### config.mk
export PLATFORM = sky130hd
export DESIGN_NAME = axi_lite_master_flat
export DESIGN_NICKNAME = d
export VERILOG_FILES = /design/src/rtl/axi_lite_master_if.sv /design/src/rtl/axi_lite_master.sv /design/src/flat_wrapper.sv
export SDC_FILE = /design/constraint.sdc
export NUM_CORES = 1
export LEC_CHECK = 0
export ABC_AREA = 1
export CAP_MARGIN = 15
export CELL_PAD_IN_SITES_DETAIL_PLACEMENT = 0
export CELL_PAD_IN_SITES_GLOBAL_PLACEMENT = 1
export CORE_ASPECT_RATIO = 0.7
export CORE_UTILIZATION = 33
export CTS_BUF_LIST = sky130_fd_sc_hd__clkbuf_16
export DETAILED_ROUTE_END_ITERATION = 12
export HOLD_SLACK_MARGIN = 0.06
export PLACE_DENSITY_LB_ADDON = 0.1
export SYNTH_ARGS = -nofsm -noshare
export SYNTH_HDL_FRONTEND = slang
export SYNTH_SLANG_ARGS = --single-unit
### constraint.sdc
create_clock -name ACLK -period 7.95 [get_ports ACLK]
set_input_delay 1.59 -clock ACLK [delete_from_list [all_inputs] [get_ports ACLK]]
set_output_delay 1.59 -clock ACLK [all_outputs]
set_load 0.005 [all_outputs]
### src/rtl/axi_lite_master_if.sv
// AXI-lite channel bundle between axi_lite_master and its memory-side slave.
// Carries only the AR/R/AW/W/B handshakes with address/data; no RESP or STRB fields.
interface axi_lite_master_if #(
  parameter int unsigned ADDR_W = 32,
  parameter int unsigned DATA_W = 32
);
  logic [ADDR_W-1:0] ARADDR;
  logic              ARVALID;
  logic              ARREADY;
  logic [DATA_W-1:0] RDATA;
  logic              RVALID;
  logic              RREADY;
  logic [ADDR_W-1:0] AWADDR;
  logic              AWVALID;
  logic              AWREADY;
  logic [DATA_W-1:0] WDATA;
  logic              WVALID;
  logic              WREADY;
  logic              BVALID;
  logic              BREADY;

  modport master (
    output ARADDR, ARVALID, RREADY, AWADDR, AWVALID, WDATA, WVALID, BREADY,
    input  ARREADY, RDATA, RVALID, AWREADY, WREADY, BVALID
  );

  modport slave (
    input  ARADDR, ARVALID, RREADY, AWADDR, AWVALID, WDATA, WVALID, BREADY,
    output ARREADY, RDATA, RVALID, AWREADY, WREADY, BVALID
  );
endinterface

### src/rtl/axi_lite_master.sv
// Single-outstanding AXI-lite master: turns one CPU load/store request at a time into
// AR/R or AW/W/B handshakes and returns a one-cycle response pulse with read data.
module axi_lite_master #(
  parameter int unsigned ADDR_W = 32,
  parameter int unsigned DATA_W = 32
) (
  input  logic              ACLK,
  input  logic              ARESETN,    // active-high despite the name
  input  logic              req_valid,
  output logic              req_ready,
  input  logic              req_we,
  input  logic [ADDR_W-1:0] req_addr,
  input  logic [DATA_W-1:0] req_wdata,
  output logic              resp_valid,
  output logic [DATA_W-1:0] resp_rdata,
  axi_lite_master_if.master bus
);

  localparam logic [2:0] StIdle   = 3'd0;
  localparam logic [2:0] StRdAddr = 3'd1;
  localparam logic [2:0] StRdData = 3'd2;
  localparam logic [2:0] StWrReq  = 3'd3;
  localparam logic [2:0] StWrResp = 3'd4;

  logic [2:0]        state_q, state_d;
  logic [ADDR_W-1:0] araddr_q, araddr_d;
  logic [ADDR_W-1:0] awaddr_q, awaddr_d;
  logic [DATA_W-1:0] wdata_q, wdata_d;
  logic              arvalid_q, arvalid_d;
  logic              rready_q, rready_d;
  logic              awvalid_q, awvalid_d;
  logic              wvalid_q, wvalid_d;
  logic              bready_q, bready_d;
  logic              aw_done_q, aw_done_d;
  logic              w_done_q, w_done_d;
  logic              resp_valid_q, resp_valid_d;
  logic [DATA_W-1:0] resp_rdata_q, resp_rdata_d;
  logic              aw_hs, w_hs;

  assign aw_hs = awvalid_q & bus.AWREADY;
  assign w_hs  = wvalid_q & bus.WREADY;

  // Next-state and registered-output decode for the transaction FSM.
  always_comb begin
    state_d      = state_q;
    araddr_d     = araddr_q;
    awaddr_d     = awaddr_q;
    wdata_d      = wdata_q;
    arvalid_d    = arvalid_q;
    rready_d     = rready_q;
    awvalid_d    = awvalid_q;
    wvalid_d     = wvalid_q;
    bready_d     = bready_q;
    aw_done_d    = aw_done_q;
    w_done_d     = w_done_q;
    resp_valid_d = 1'b0;
    resp_rdata_d = resp_rdata_q;

    case (state_q)
      StIdle: begin
        if (req_valid) begin
          if (req_we) begin
            awaddr_d  = req_addr;
            wdata_d   = req_wdata;
            awvalid_d = 1'b1;
            wvalid_d  = 1'b1;
            aw_done_d = 1'b0;
            w_done_d  = 1'b0;
            state_d   = StWrReq;
          end else begin
            araddr_d  = req_addr;
            arvalid_d = 1'b1;
            state_d   = StRdAddr;
          end
        end
      end
      StRdAddr: begin
        if (arvalid_q && bus.ARREADY) begin
          arvalid_d = 1'b0;
          rready_d  = 1'b1;
          state_d   = StRdData;
        end
      end
      StRdData: begin
        if (bus.RVALID) begin
          rready_d     = 1'b0;
          resp_rdata_d = bus.RDATA;
          resp_valid_d = 1'b1;
          state_d      = StIdle;
        end
      end
      StWrReq: begin
        // AW and W complete independently; either may finish first or both together.
        if (aw_hs) begin
          awvalid_d = 1'b0;
          aw_done_d = 1'b1;
        end
        if (w_hs) begin
          wvalid_d = 1'b0;
          w_done_d = 1'b1;
        end
        if ((aw_done_q || aw_hs) && (w_done_q || w_hs)) begin
          aw_done_d = 1'b0;
          w_done_d  = 1'b0;
          bready_d  = 1'b1;
          state_d   = StWrResp;
        end
      end
      StWrResp: begin
        if (bus.BVALID) begin
          bready_d     = 1'b0;
          resp_valid_d = 1'b1;
          state_d      = StIdle;
        end
      end
      default: begin
        state_d = StIdle;
      end
    endcase
  end

  // State and output registers; reset abandons any in-flight transaction.
  always_ff @(posedge ACLK or posedge ARESETN) begin
    if (ARESETN) begin
      state_q      <= StIdle;
      araddr_q     <= '0;
      awaddr_q     <= '0;
      wdata_q      <= '0;
      arvalid_q    <= 1'b0;
      rready_q     <= 1'b0;
      awvalid_q    <= 1'b0;
      wvalid_q     <= 1'b0;
      bready_q     <= 1'b0;
      aw_done_q    <= 1'b0;
      w_done_q     <= 1'b0;
      resp_valid_q <= 1'b0;
      resp_rdata_q <= '0;
    end else begin
      state_q      <= state_d;
      araddr_q     <= araddr_d;
      awaddr_q     <= awaddr_d;
      wdata_q      <= wdata_d;
      arvalid_q    <= arvalid_d;
      rready_q     <= rready_d;
      awvalid_q    <= awvalid_d;
      wvalid_q     <= wvalid_d;
      bready_q     <= bready_d;
      aw_done_q    <= aw_done_d;
      w_done_q     <= w_done_d;
      resp_valid_q <= resp_valid_d;
      resp_rdata_q <= resp_rdata_d;
    end
  end

  assign req_ready   = (state_q == StIdle);
  assign resp_valid  = resp_valid_q;
  assign resp_rdata  = resp_rdata_q;
  assign bus.ARADDR  = araddr_q;
  assign bus.ARVALID = arvalid_q;
  assign bus.RREADY  = rready_q;
  assign bus.AWADDR  = awaddr_q;
  assign bus.AWVALID = awvalid_q;
  assign bus.WDATA   = wdata_q;
  assign bus.WVALID  = wvalid_q;
  assign bus.BREADY  = bready_q;

endmodule

### src/flat_wrapper.sv
// flat-port wrapper written by rule: the top's interface ports become plain ports
module axi_lite_master_flat 
#(
  parameter int unsigned ADDR_W = 32,
  parameter int unsigned DATA_W = 32
)
  (ACLK, ARESETN, req_valid, req_ready, req_we, req_addr, req_wdata, resp_valid, resp_rdata, bus_ARADDR, bus_ARVALID, bus_RREADY, bus_AWADDR, bus_AWVALID, bus_WDATA, bus_WVALID, bus_BREADY, bus_ARREADY, bus_RDATA, bus_RVALID, bus_AWREADY, bus_WREADY, bus_BVALID);
  axi_lite_master_if #(.ADDR_W(ADDR_W), .DATA_W(DATA_W)) bus_i ();
  input  logic ACLK;
  input  logic ARESETN;
  input  logic req_valid;
  output logic req_ready;
  input  logic req_we;
  input  logic [ADDR_W-1:0] req_addr;
  input  logic [DATA_W-1:0] req_wdata;
  output logic resp_valid;
  output logic [DATA_W-1:0] resp_rdata;
  output wire logic [$bits(bus_i.ARADDR)-1:0] bus_ARADDR;
  output wire logic [$bits(bus_i.ARVALID)-1:0] bus_ARVALID;
  output wire logic [$bits(bus_i.RREADY)-1:0] bus_RREADY;
  output wire logic [$bits(bus_i.AWADDR)-1:0] bus_AWADDR;
  output wire logic [$bits(bus_i.AWVALID)-1:0] bus_AWVALID;
  output wire logic [$bits(bus_i.WDATA)-1:0] bus_WDATA;
  output wire logic [$bits(bus_i.WVALID)-1:0] bus_WVALID;
  output wire logic [$bits(bus_i.BREADY)-1:0] bus_BREADY;
  input wire logic [$bits(bus_i.ARREADY)-1:0] bus_ARREADY;
  input wire logic [$bits(bus_i.RDATA)-1:0] bus_RDATA;
  input wire logic [$bits(bus_i.RVALID)-1:0] bus_RVALID;
  input wire logic [$bits(bus_i.AWREADY)-1:0] bus_AWREADY;
  input wire logic [$bits(bus_i.WREADY)-1:0] bus_WREADY;
  input wire logic [$bits(bus_i.BVALID)-1:0] bus_BVALID;
  assign bus_ARADDR = bus_i.ARADDR;
  assign bus_ARVALID = bus_i.ARVALID;
  assign bus_RREADY = bus_i.RREADY;
  assign bus_AWADDR = bus_i.AWADDR;
  assign bus_AWVALID = bus_i.AWVALID;
  assign bus_WDATA = bus_i.WDATA;
  assign bus_WVALID = bus_i.WVALID;
  assign bus_BREADY = bus_i.BREADY;
  assign bus_i.ARREADY = bus_ARREADY;
  assign bus_i.RDATA = bus_RDATA;
  assign bus_i.RVALID = bus_RVALID;
  assign bus_i.AWREADY = bus_AWREADY;
  assign bus_i.WREADY = bus_WREADY;
  assign bus_i.BVALID = bus_BVALID;
  axi_lite_master #(.ADDR_W(ADDR_W), .DATA_W(DATA_W)) u_core (.ACLK(ACLK), .ARESETN(ARESETN), .req_valid(req_valid), .req_ready(req_ready), .req_we(req_we), .req_addr(req_addr), .req_wdata(req_wdata), .resp_valid(resp_valid), .resp_rdata(resp_rdata), .bus(bus_i));
endmodule
# Word-level counts from Yosys, hierarchy flattened
# Index checks and enable logic that the tools add are counted.
[totals]
out_inout_bits = 135
ff_bits = 139
wordCells = 85
[classes]
eq_ne = 15
n_mux = 34
reduce_logical = 20
bitwise_logic = 3
[ops]
columns = ["op", "n"]
rows = [
  ["$reduce_and 4->1", 5],
  ["$mux 1", 19],
  ["$pmux 1 s2", 8],
  ["$mux 3", 5],
  ["$pmux 3 s5", 1],
  ["$reduce_and 3->1", 4],
  ["$ne 2x1->1 const B", 5],
  ["$ne 2x2->1 const B", 4],
  ["$reduce_bool 2->1", 4],
  ["$eq 3x2->1 const B", 2],
  ["$ne 3x1->1 const B", 2],
  ["$reduce_and 5->1", 1],
  ["$eq 3x1->1 const B", 1],
  ["$eq 3x3->1 const B", 1],
  ["$logic_not 3->1", 1],
  ["$and 1x1->1", 2],
  ["$logic_and 1x1->1", 2],
  ["$logic_or 1x1->1", 2],
  ["$mux 2", 1],
  ["$reduce_and 2->1", 1],
  ["$not 1->1", 1],
]

# Longest topological paths before layout
[logic_depth]
word_depth = 5
depth_mapped = 8
mapped_depth_nobuf = 8

# Worst setup path before layout
# Ideal clock, no wire load.
[synth_timing]
path_type = "input-to-reg"
start = "in bus_ARREADY"
end = "reg u_core.araddr_q[21] (netlist: u_core.bus.ARADDR[21])"
path_buffers = 2
t_arrival_ns = 2.258
setup_ns = 0.126
slack_ns = 5.566
required_time_ns = 7.824
stages = 7
path_cell_list = "nand2_1 -> nand3_1 -> nand4_2 -> buf_6 -> buf_8 -> nand2_1 -> o21ai_0"
[synth_rtl]
columns = ["element", "line_no", "source"]
rows = [
  ["start, declared", "flat_wrapper.sv:26", "input wire logic [$bits(bus_i.ARREADY)-1:0] bus_ARREADY;"],
  ["end signal, assigned", "axi_lite_master.sv:140", "araddr_q <= araddr_d;"],
  ["end, declared", "axi_lite_master.sv:26", "logic [ADDR_W-1:0] araddr_q, araddr_d;"],
]

# Worst setup path in the final report
[layout_timing]
start = "in bus_RVALID"
end = "reg u_core.resp_rdata_q[24] (netlist: u_core.resp_rdata[24])"
[layout_via]
elab_chain_len = 1
[layout_lines]
columns = ["element", "line_no", "source"]
rows = [
  ["start, declared", "flat_wrapper.sv:28", "input wire logic [$bits(bus_i.RVALID)-1:0] bus_RVALID;"],
  ["$reduce_and 2->1 (no source line)", "--", ""],
  ["end signal, assigned", "axi_lite_master.sv:151", "resp_rdata_q <= resp_rdata_d;"],
  ["end, declared", "axi_lite_master.sv:37", "logic [DATA_W-1:0] resp_rdata_q, resp_rdata_d;"],
]
# No other way between the ends.
# A chain may end at the register's enable or synchronous reset.

==> run summary <==
Post-Syn Area: 0.005518 sq mm
Wire length on met2: 6355 um
Synth area leader: dfrtp_1
Number of global-route vias before repair: 4,444
Fraction of layout cells with a size suffix above 1: 7.775%
R2r worst-path depth: 6
Hold Path Stages: 2
Fill count: 1,486
Post-route setup slack: 4.436 ns
Crit-path cells: clkdlybuf4s50_1 > inv_1 > nor2_4 > inv_1 > nand2_1 > nand2_1
Buffers on Ports: 239
Crit path DAT: 3.81 ns
Reg area: 0.003478 sq mm
Crit-path max cell delay: 0.71 ns
Total CTS buffers: 17
Post-synth EDFFs: 0
CTS tree: yes
1st-iter DRT viols: 320
Yosys reg bits: 139
CTS clk-pin slew, worst paths: 0.06 ns
Via-to-Cell Ratio: 4.298
First-pass GRT wire length: 23,080 um
RSZ-0062 raised after global routing: no
Core area: 0.01635 sq mm
P&R area growth vs syn: 57.73%
Main synth FF type: dfrtp_1
Reg-to-reg slack, setup: 5.32 ns
Max clock buf depth: 2
Clk root buf: clkbuf_16
Post-cts resize count: 0
Core Rows: 39
Num ports: 240
Die area: 0.01725 sq mm
Critical path class: in -> reg
Max-cap viol count: 0
WL met1: 6654 um
Share of the synthesized area in the top cell type: 63.04%
Setup WS pre-CTS: 3.975 ns
Initial Utilization: 33.75%
Worst-Margin Slew: 1.049 ns
Fmax: 284.6 MHz
Crit share post-route: 44.20%
Power density over cell area: 390.1 mW/mm^2
Overflow after GRT: 0
Hold Crit Start: u_core.resp_rdata[6]
Worst Path Max Fanout: 33
Ranking of synthesized cells by area: dfrtp_1, nand2_1, o21ai_0
YS warnings: 0
Post-synth cell types: 21
Postcts setup bufs: 0
Worst Setup End Kind: register
Layout Utilization: 53.24%
Post-DP HPWL: 10,140 um
FFs w/ async S/R, synth: 100.0%
Clock skew: 0.008152 ns
Pins Over Slew Limit: 0
DR WL/cell: 13.54 um
Leakage Power: 4.210 nW
Setup crit start kind: input pin
Cell with the most instances after synthesis: nand2_1
Max Used Layer: met4
Total GRT Usage: 17.54%
Seq/Total Area, Yosys: 63.04%
GP Congestion: 0.7674
Final Setup Violations: 0
RR Endpoint: u_core.resp_rdata[24]
Worst Setup SP: bus_RVALID
Post-DRT Antenna Nets: 0
H-tree levels: 4
Die H: 110.2 um
Post-placement cell area: 0.008053 sq mm
Router iterations before antenna repair: 4
Mapped Nets: 695
Peak VDD IR: 0.0001661 V
Outcome: finished, final reports clean
Largest net degree at the start of global routing: 82
Post-route DRC: 0
Multi-input logic area: 0.001592 sq mm
Clk_lat worst skew: 0.41 ns
Die X-Extent: 156.6 um
Diodes inserted: 0
Hold Path End: u_core.resp_rdata[6]
Initial antenna violation count: 0
Period minus WS final: 3.514 ns
Reg-to-Reg Start: u_core.state_q[2]
Synth top cells by count: nand2_1, dfrtp_1, inv_1, o21ai_0, o21ai_2
# hold bufs at CTS: 0
Drt total wl: 14,370 um
Post-Syn Area per Cell: 9.352 sq um
Worst Hold Class: reg -> reg
Slowest-stage cell, CP: inv_1
Gate count of the mapped netlist: 590
Relative slew slack: 30.01%
Final hold viol count: 0
Sink Count: 139
Total negative slack: 0 ns
Routed via count: 4,560
Final Power: 3.396 mW
Worst EP required: 8.25 ns
Met3 WL: 1282 um
Fin area: 0.008703 sq mm
Nets: 928
[per-stage QoR]
| step | hold slack, ns | instances |
|---|---|---|
| 2_1_floorplan | 0.4574 | 590 |
| 3_3_place_gp | 0.4539 | 1028 |
| 3_5_place_dp | 0.4571 | 1028 |
| 4_1_cts | 0.4728 | 1060 |
| 5_1_grt | 0.4954 | 1061 |
| 6_report | 0.4696 | 1061 |
[power by group]
group	leakage, nW	switching [mW]	internal (mW)
registers	1.74	0.193	1.04
logic	2.18	0.560	0.772
clock network	0.291	0.306	0.525
[layout make-up]
class / instances / share of cell area, %
multi-input combinational: 346 / 18.29
clock inverter: 15 / 2.271
sequential: 139 / 39.97
clock buffer: 17 / 4.888
inverter: 77 / 3.378
tap: 225 / 3.235
timing repair buffer: 242 / 27.98
[worst max-delay path, delay by kind of cell]
family / cells / cell delay [ns]
buf+inv: 3 / 1.31
simple gates: 3 / 0.89
[logic make-up after synthesis]
kind of cell / count (synthesis) / synth area share (%)
buf+inv: 105 / 8.435
flops: 139 / 63.04
simple gates: 242 / 17.48
compound gates: 104 / 11.04
[metal layers]
layer / vias up / global-route usage [%]
met5: - / 0
met4: 0 / 4.832
met3: 8 / 7.037
met2: 159 / 26.59
met1: 2106 / 23.21
li1: 2287 / -
[how the worst max path moves through the flow]
stage	end	depth (start not counted)
2_1_floorplan	u_core.aw_done_q	1
3_3_place_gp	u_core.resp_rdata[15]	6
3_5_place_dp	u_core.resp_rdata[31]	6
4_1_cts	u_core.resp_rdata[31]	6
5_1_grt	u_core.resp_rdata[3]	6
6_report	u_core.resp_rdata[24]	6
[sequential cells by signal, summed over array words and instances (netlist names)]
| name | flops |
|---|---|
| u_core.bus.BREADY | 1 |
| u_core.bus.ARADDR | 32 |
| u_core.bus.WVALID | 1 |
| u_core.bus.WDATA | 32 |
| u_core.resp_rdata | 32 |
| u_core.w_done_q | 1 |
| u_core.bus.RREADY | 1 |
| u_core.state_q | 3 |
| u_core.resp_valid | 1 |
| u_core.bus.AWVALID | 1 |
| u_core.bus.AWADDR | 32 |
| u_core.bus.ARVALID | 1 |
| u_core.aw_done_q | 1 |
[layout by cell type (no fill, tap or decap), drive strengths merged]
master / netlist / final
a22oi: 1 / 1
o21ai: 101 / 101
inv: 77 / 79
buf: 21 / 3
dfrtp: 139 / 139
clkbuf: 7 / 17
nand2: 222 / 222
nand4: 2 / 2
nand3: 8 / 8
bufinv: 0 / 4
clkinvlp: 0 / 4
nor3: 1 / 1
nor2: 8 / 8
clkinv: 0 / 5
a21oi: 2 / 2
clkdlybuf4s50: 0 / 239
nand3b: 1 / 1
Note: power is estimated with default switching activity, not from simulation.
